==> src/rtl/fetch_stage.sv <==
// fetch_stage: single-issue instruction fetch with a synchronous-read ROM,
// an IF/ID holding register, stall/redirect handling and a sticky halt.
// Optional macro FETCH_DYN_COUNT_EN enables the 32-bit delivered-instruction
// counter on dyn_count; when undefined dyn_count is tied to zero.
module fetch_stage #(
    parameter int unsigned          PC_WIDTH = 10,
    parameter logic [PC_WIDTH-1:0]  RESET_PC = '0
) (
    input  logic                clk,
    input  logic                rst_n,
    input  logic                stall,
    input  logic                redirect_valid,
    input  logic [PC_WIDTH-1:0] redirect_pc,
    input  logic                halt_in,
    output logic [PC_WIDTH-1:0] imem_addr,
    output logic                imem_en,
    input  logic [8:0]          imem_data,
    output logic [8:0]          instr_out,
    output logic                instr_valid,
    output logic [PC_WIDTH-1:0] pc_out,
    output logic                halted,
    output logic [31:0]         dyn_count
);

    typedef enum logic {
        RUN    = 1'b0,
        HALTED = 1'b1
    } state_t;

    state_t              state;
    state_t              state_next;
    logic [PC_WIDTH-1:0] fetch_pc;
    logic [PC_WIDTH-1:0] pend_addr;
    logic                pending;
    logic                halt_req;

    // Halt when decode asks, or when a halt opcode is being handed over
    assign halt_req = halt_in ||
                      (instr_valid && !stall && (instr_out[8:4] == 5'b11010));

    assign halted = (state == HALTED);

    // State register
    always_ff @(posedge clk) begin
        if (!rst_n) begin
            state <= RUN;
        end else begin
            state <= state_next;
        end
    end

    // Next state and ROM interface
    always_comb begin
        state_next = state;
        imem_en    = 1'b0;
        imem_addr  = fetch_pc;
        case (state)
            RUN: begin
                imem_en = 1'b1;
                // While stalled with a read outstanding, re-present that
                // read's address so the ROM output still holds its data
                // when the stall lifts; fetch_pc itself stays put.
                if (stall && pending) begin
                    imem_addr = pend_addr;
                end
                if (halt_req) begin
                    state_next = HALTED;
                end
            end
            HALTED: begin
                state_next = HALTED;
            end
            default: begin
                state_next = RUN;
            end
        endcase
    end

    // Fetch PC, outstanding-read tracking and IF/ID register
    always_ff @(posedge clk) begin
        if (!rst_n) begin
            fetch_pc    <= RESET_PC;
            pend_addr   <= '0;
            pending     <= 1'b0;
            instr_out   <= '0;
            instr_valid <= 1'b0;
            pc_out      <= '0;
        end else if (state == RUN) begin
            if (halt_req) begin
                instr_valid <= 1'b0;
                pending     <= 1'b0;
            end else if (redirect_valid) begin
                fetch_pc    <= redirect_pc;
                pending     <= 1'b0;
                instr_valid <= 1'b0;
            end else if (!stall) begin
                instr_out   <= imem_data;
                pc_out      <= pend_addr;
                instr_valid <= pending;
                pend_addr   <= fetch_pc;
                pending     <= 1'b1;
                fetch_pc    <= fetch_pc + PC_WIDTH'(1);
            end
        end
    end

`ifdef FETCH_DYN_COUNT_EN
    logic [31:0] count;

    // Count every instruction accepted by decode
    always_ff @(posedge clk) begin
        if (!rst_n) begin
            count <= '0;
        end else if (instr_valid && !stall) begin
            count <= count + 32'd1;
        end
    end

    assign dyn_count = count;
`else
    assign dyn_count = '0;
`endif

endmodule

==> config.mk <==
export PLATFORM = sky130hd
export DESIGN_NAME = fetch_stage
export DESIGN_NICKNAME = d
export VERILOG_FILES = /design/src/rtl/fetch_stage.sv
export SDC_FILE = /design/constraint.sdc
export NUM_CORES = 1
export LEC_CHECK = 0
export CORE_ASPECT_RATIO = 1.25
export CORE_UTILIZATION = 30
export DETAILED_ROUTE_END_ITERATION = 8
export GPL_ROUTABILITY_DRIVEN = 0
export PLACE_DENSITY = 0.67
export SLEW_MARGIN = 10
export SYNTH_ARGS = -nofsm -noshare
export SYNTH_HDL_FRONTEND = slang
export SYNTH_SLANG_ARGS = --single-unit
==> constraint.sdc <==
create_clock -name clk -period 2 [get_ports clk]
set_input_delay 0.4 -clock clk [delete_from_list [all_inputs] [get_ports clk]]
set_output_delay 0.4 -clock clk [all_outputs]
set_load 0.05 [all_outputs]
Word-level counts from Yosys, hierarchy flattened
Index checks and enable logic that the tools add are counted.
W data, S select, Z words.
{ "totals": {"elab_cells": 36, "ff_bits": 42, "out_inout_bits": 64, "in_bits": 24} }
{ "op_classes": {"muxes": 13, "reduce_logical": 8, "eq_ne": 3, "n_addsub": 1, "bitwise": 4} }
{ "ops": {"columns": ["op", "n"], "rows": [
  ["$mux W10", 4],
  ["$add A10 B1 Y10 const B", 1],
  ["$mux W1", 8],
  ["$eq A5 B5 Y1 const B", 1],
  ["$not A1 Y1", 4],
  ["$reduce_and A4 Y1", 1],
  ["$logic_and A1 B1 Y1", 3],
  ["$ne A3 B1 Y1 const B", 1],
  ["$reduce_and A3 Y1", 1],
  ["$ne A2 B1 Y1 const B", 1],
  ["$pmux W1 S2", 1],
  ["$reduce_and A2 Y1", 1],
  ["$logic_not A1 Y1", 1],
  ["$logic_or A1 B1 Y1", 1]
]} }

Longest topological paths before layout
Gate-level depths: netlist (run 1).
{ "logic_depth": {"word_depth": 6, "mapped_depth": 6, "mapped_depth_nobuf": 5} }

Worst setup path after synthesis (run 1)
OpenSTA, ideal clock, no wires.
{ "synth_timing": {"path_type": "flip-flop to output port", "start": "register state (netlist: halted)", "end": "output port imem_addr[0]", "required_time_ps": 1600, "n_path_buf": 0, "t_arrival_ps": 1907, "path_stages_with_launch": 4, "setup_slack_ps": -307, "path_cell_list": "dfxtp_1 -> inv_1 -> nand3_1 -> mux2_2"} }
{ "synth_between": {"elab_chain_cells": 1} }
{ "synth_rtl": {"columns": ["item", "line", "text"], "rows": [
  ["start, declared", "30", "state_t state;"],
  ["start signal, assigned", "48", "state <= state_next;"],
  ["$mux W10", "57", "case (state)"],
  ["end, declared", "15", "output logic [PC_WIDTH-1:0] imem_addr,"]
]} }
Every way passes these cells.

Final worst setup path (run 1)
{ "layout_timing": {"start": "register instr_out[4]", "end": "output port instr_out[4]"} }
{ "layout_lines": {"columns": ["item", "line", "text"], "rows": [
  ["start, declared", "18", "output logic [8:0] instr_out,"],
  ["start signal, assigned", "97", "instr_out <= imem_data;"]
]} }
No word-level cell between the ends.

==> impl_metrics.csv, run 1 <==
group,metric,value,unit
outcome,status,"completed",
floorplanning,rows,34,
floorplanning,start_util,0.3106,
routing,drc_errors,0,
layout,area_growth,37.70,%
floorplanning,dieArea,7570,um2
place,place_hpwl,3811,um
timing,holdWs,457.0,ps
run,drv_cap,0,
synthesis,yosys_warnings,0,
setup_path,worstPathMaxFanout,3,
global_route,grt_pass1_wl,8721,um
routing,avgRoutedWirePerCell,12.74,um
floorplanning,die_h,97.03,um
clock_network,clkTransAtPathRegs,90,ps
worst_hold_path,min_from,"pc_out[2]$_SDFFE_PN0P_",
synthesis,synth.area.top_cells,"dfxtp_1 (39%), nand2_1 (12%), buf_4 (12%)",
clock_network,cts_htree_levels,2,
synthesis,yosysMostFrequentCell,"nand2_1",
timing,slew_headroom,0.6517,
routing,dr.pass1.iters,4,
setup_path,r2r_slack,350,ps
synthesis,syn_avg_cell_area,7.997,um2
clock_network,clock_sink_count,42,
layout,n_antenna_cell,0,
global_route,grt_antenna_before_repair,0,
routing,wl,5350,um
clock_network,cts_setup_buffers,0,
timing,fin_worst_skew,7.856,ps
synthesis,postSynthCellCount,271,
setup_path,crit-reg2reg-launch,"halted$_SDFF_PN0_",
timing,period_share,0.9695,
routing,wl_met3,214,um
setup_path,worst-path-buf-inv,1,
setup_path,reg2regPathDepth,5,
floorplanning,die_x,78.02,um
global_route,grt_pass1_vias,1844,
setup_path,critical_path.endpoint_type,"output port",
synthesis,synth_cell_types,41,
clock_network,clockRootBuffer,"clkbuf_8",
global_route,grt_use_total,0.1459,
global_route,grt.overflow.total,0,
setup_path,cpPeakStageDelay,830,ps
worst_hold_path,whs_path_depth,2,
synthesis,yosys-top-cells-count,"nand2_1 (72), dfxtp_1 (42), a21oi_1 (40)",
clock_network,clk_path_buf_depth,2,
routing,drt.antenna.violating_nets,0,
routing,highest_layer,"met4",
floorplanning,ios,88,
routing,routed-wl-met2,2750,um
setup_path,crit_path_top_delay_cell,"clkdlybuf4s50_1",
layout,post-route-util,0.4277,
clock_network,cts-hold-fix-buffers,0,
synthesis,async_flop_share,0,
place,numPlacedInstances,412,
clock_network,cts_tree,"built",
setup_path,worstPathArrival,1540,ps
clock_network,cts-buffers-inserted,5,
worst_hold_path,min_to,"pc_out[2]$_SDFFE_PN0P_",
timing,finalHoldViolations,0,
timing,finalSetupViolCount,0,
setup_path,timing.rr.end,"instr_out[2]$_SDFFE_PN0P_",
layout,layout-drive-gt1-share,0.1424,
routing,drtIter0Drc,69,
routing,drt-met1-wl,2313,um
synthesis,netlist.area_leader.share,0.3880,
power,power.leakage,1.091,nW
timing,tightestPinTransition,520.9,ps
setup_path,crit_type,"register to output port",
worst_hold_path,hold_path.class,"register to register",
setup_path,cp_cell_sequence,"clkdlybuf4s50_1",
setup_path,crit_path_start_kind,"register",
power,peakVddDrop,0.0003588,V
clock_network,clk_latency,300,ps
setup_path,crit_cells,1,
synthesis,yosysSeqAreaShare,0.3880,
timing,rsz0062_at_grt,"false",
synthesis,yosysTopAreaCell,"dfxtp_1",
place,portBuffers,55,
routing,viasPerCell,4.705,
layout,fin_cells,420,
timing,fin_crit,1939,ps
synthesis,yosys_register_bits,42,
floorplanning,core_area,6977,um2
power,p_per_area,640.4,nW/um2
timing,maxSlewViolCount,0,
routing,vias,1976,
synthesis,syn_area,2167,um2
setup_path,startpoint,"instr_out[4]$_SDFFE_PN0P_",
synthesis,synth_edf_count,0,
setup_path,path_delay_family,"buffers and inverters",
synthesis,synth_top_flop_cell,"dfxtp_1",
layout,nets,354,
global_route,grt_max_degree,43,
timing,max_clock_freq,0.5157,GHz
setup_path,required,1600,ps
==> metal layers <==
| metal | GRT usage | up-vias |
|---|---|---|
| li1 | - | 982 |
| met1 | 0.1669 | 925 |
| met2 | 0.2675 | 61 |
| met3 | 0.02453 | 8 |
| met4 | 0.05271 | 0 |
| met5 | 0 | - |
==> stage by stage <==
step                total power [mW]  instance area (um2)  setup TNS, ps  worst slack (ps)
floorplan                      1.239                 2301              0            0.7431
global placement               1.347                 2887          -3826            -124.0
detailed placement             1.351                 2887          -5339            -146.8
CTS                            1.925                 2979              0             14.83
global route                   1.997                 2984              0             10.06
finish                         1.911                 2984              0             60.92
==> how the worst max path moves through the flow <==
stage                        end
CTS                 imem_addr[6]
detailed placement  imem_addr[6]
floorplan           imem_addr[0]
finish              instr_out[4]
global placement    imem_addr[2]
global route        instr_out[6]
==> power by group <==
part | internal [mW] | total [mW] | leakage, nW | switching (mW)
Clock | 0.252 | 0.581 | 0.0447 | 0.329
Combinational | 0.151 | 0.448 | 0.706 | 0.297
Sequential | 0.855 | 0.881 | 0.341 | 0.0266
==> cells in the final DEF, fill, tap and decap left out, drive strengths merged, types with 2 or more instances in the layout <==
| cell type | n |
|---|---|
| dfxtp | 42 |
| and3 | 2 |
| inv | 2 |
| a31oi | 2 |
| clkinv | 2 |
| o211ai | 2 |
| clkbuf | 5 |
| o21ai | 8 |
| o31ai | 3 |
| nand2b | 3 |
| a21oi | 40 |
| mux2 | 10 |
| nand3 | 4 |
| nor2 | 9 |
| nand4 | 2 |
| buf | 22 |
| clkinvlp | 2 |
| conb | 32 |
| nand2 | 72 |
| clkdlybuf4s50 | 43 |
| a211oi | 2 |
==> sequential cells by signal, indices dropped and copies added, names as in the netlist <==
| signal | cells |
|---|---|
| fetch_pc | 10 |
| halted | 1 |
| instr_out | 9 |
| instr_valid | 1 |
| pc_out | 10 |
| pend_addr | 10 |
| pending | 1 |
==> worst reg2reg max path: cells and delay by family, from the launching register on <==
kind / cells / cell delay [ps]
simple gates: 2 / 450
flops: 1 / 370
compound gates: 2 / 560
buf+inv: 1 / 220
==> cell type report <==
class | count | area (um2)
clock inverters | 3 | 25.02
flip-flops and latches | 42 | 844.6
repair buffers | 67 | 792.0
clock buffers | 5 | 68.82
multi-input cells | 210 | 1126
fillers | 710 | 3993
inverters | 3 | 15.01
well taps | 90 | 112.6
==> repair_timing <==
action,4_1_cts,5_1_grt
pin swaps,0,1
endpoints found under the setup margin,10,11
gates resized for setup,1,2
endpoints found under the hold margin,0,0
==> kinds of logic after synthesis <==
logic type | synth area share
flip-flops | 0.3880
AO/OA/AOI/OAI | 0.1992
AND/OR/NAND/NOR | 0.1969
adder cells (fa/ha/maj) | 0.005773
other | 0.001730
multiplexers | 0.05658
buffers and inverters | 0.1518
Note: power is estimated with default switching activity, not from simulation.
==> run 2: changes to the inputs <==
--- a/config.mk
+++ b/config.mk
@@ -8,7 +8,6 @@
 export CORE_ASPECT_RATIO = 1.25
 export CORE_UTILIZATION = 30
 export DETAILED_ROUTE_END_ITERATION = 8
-export GPL_ROUTABILITY_DRIVEN = 0
 export PLACE_DENSITY = 0.67
 export SLEW_MARGIN = 10
 export SYNTH_ARGS = -nofsm -noshare
==> results of run 2 <==
Same layout as run 1: the final DEF is identical, and so are final timing and power.
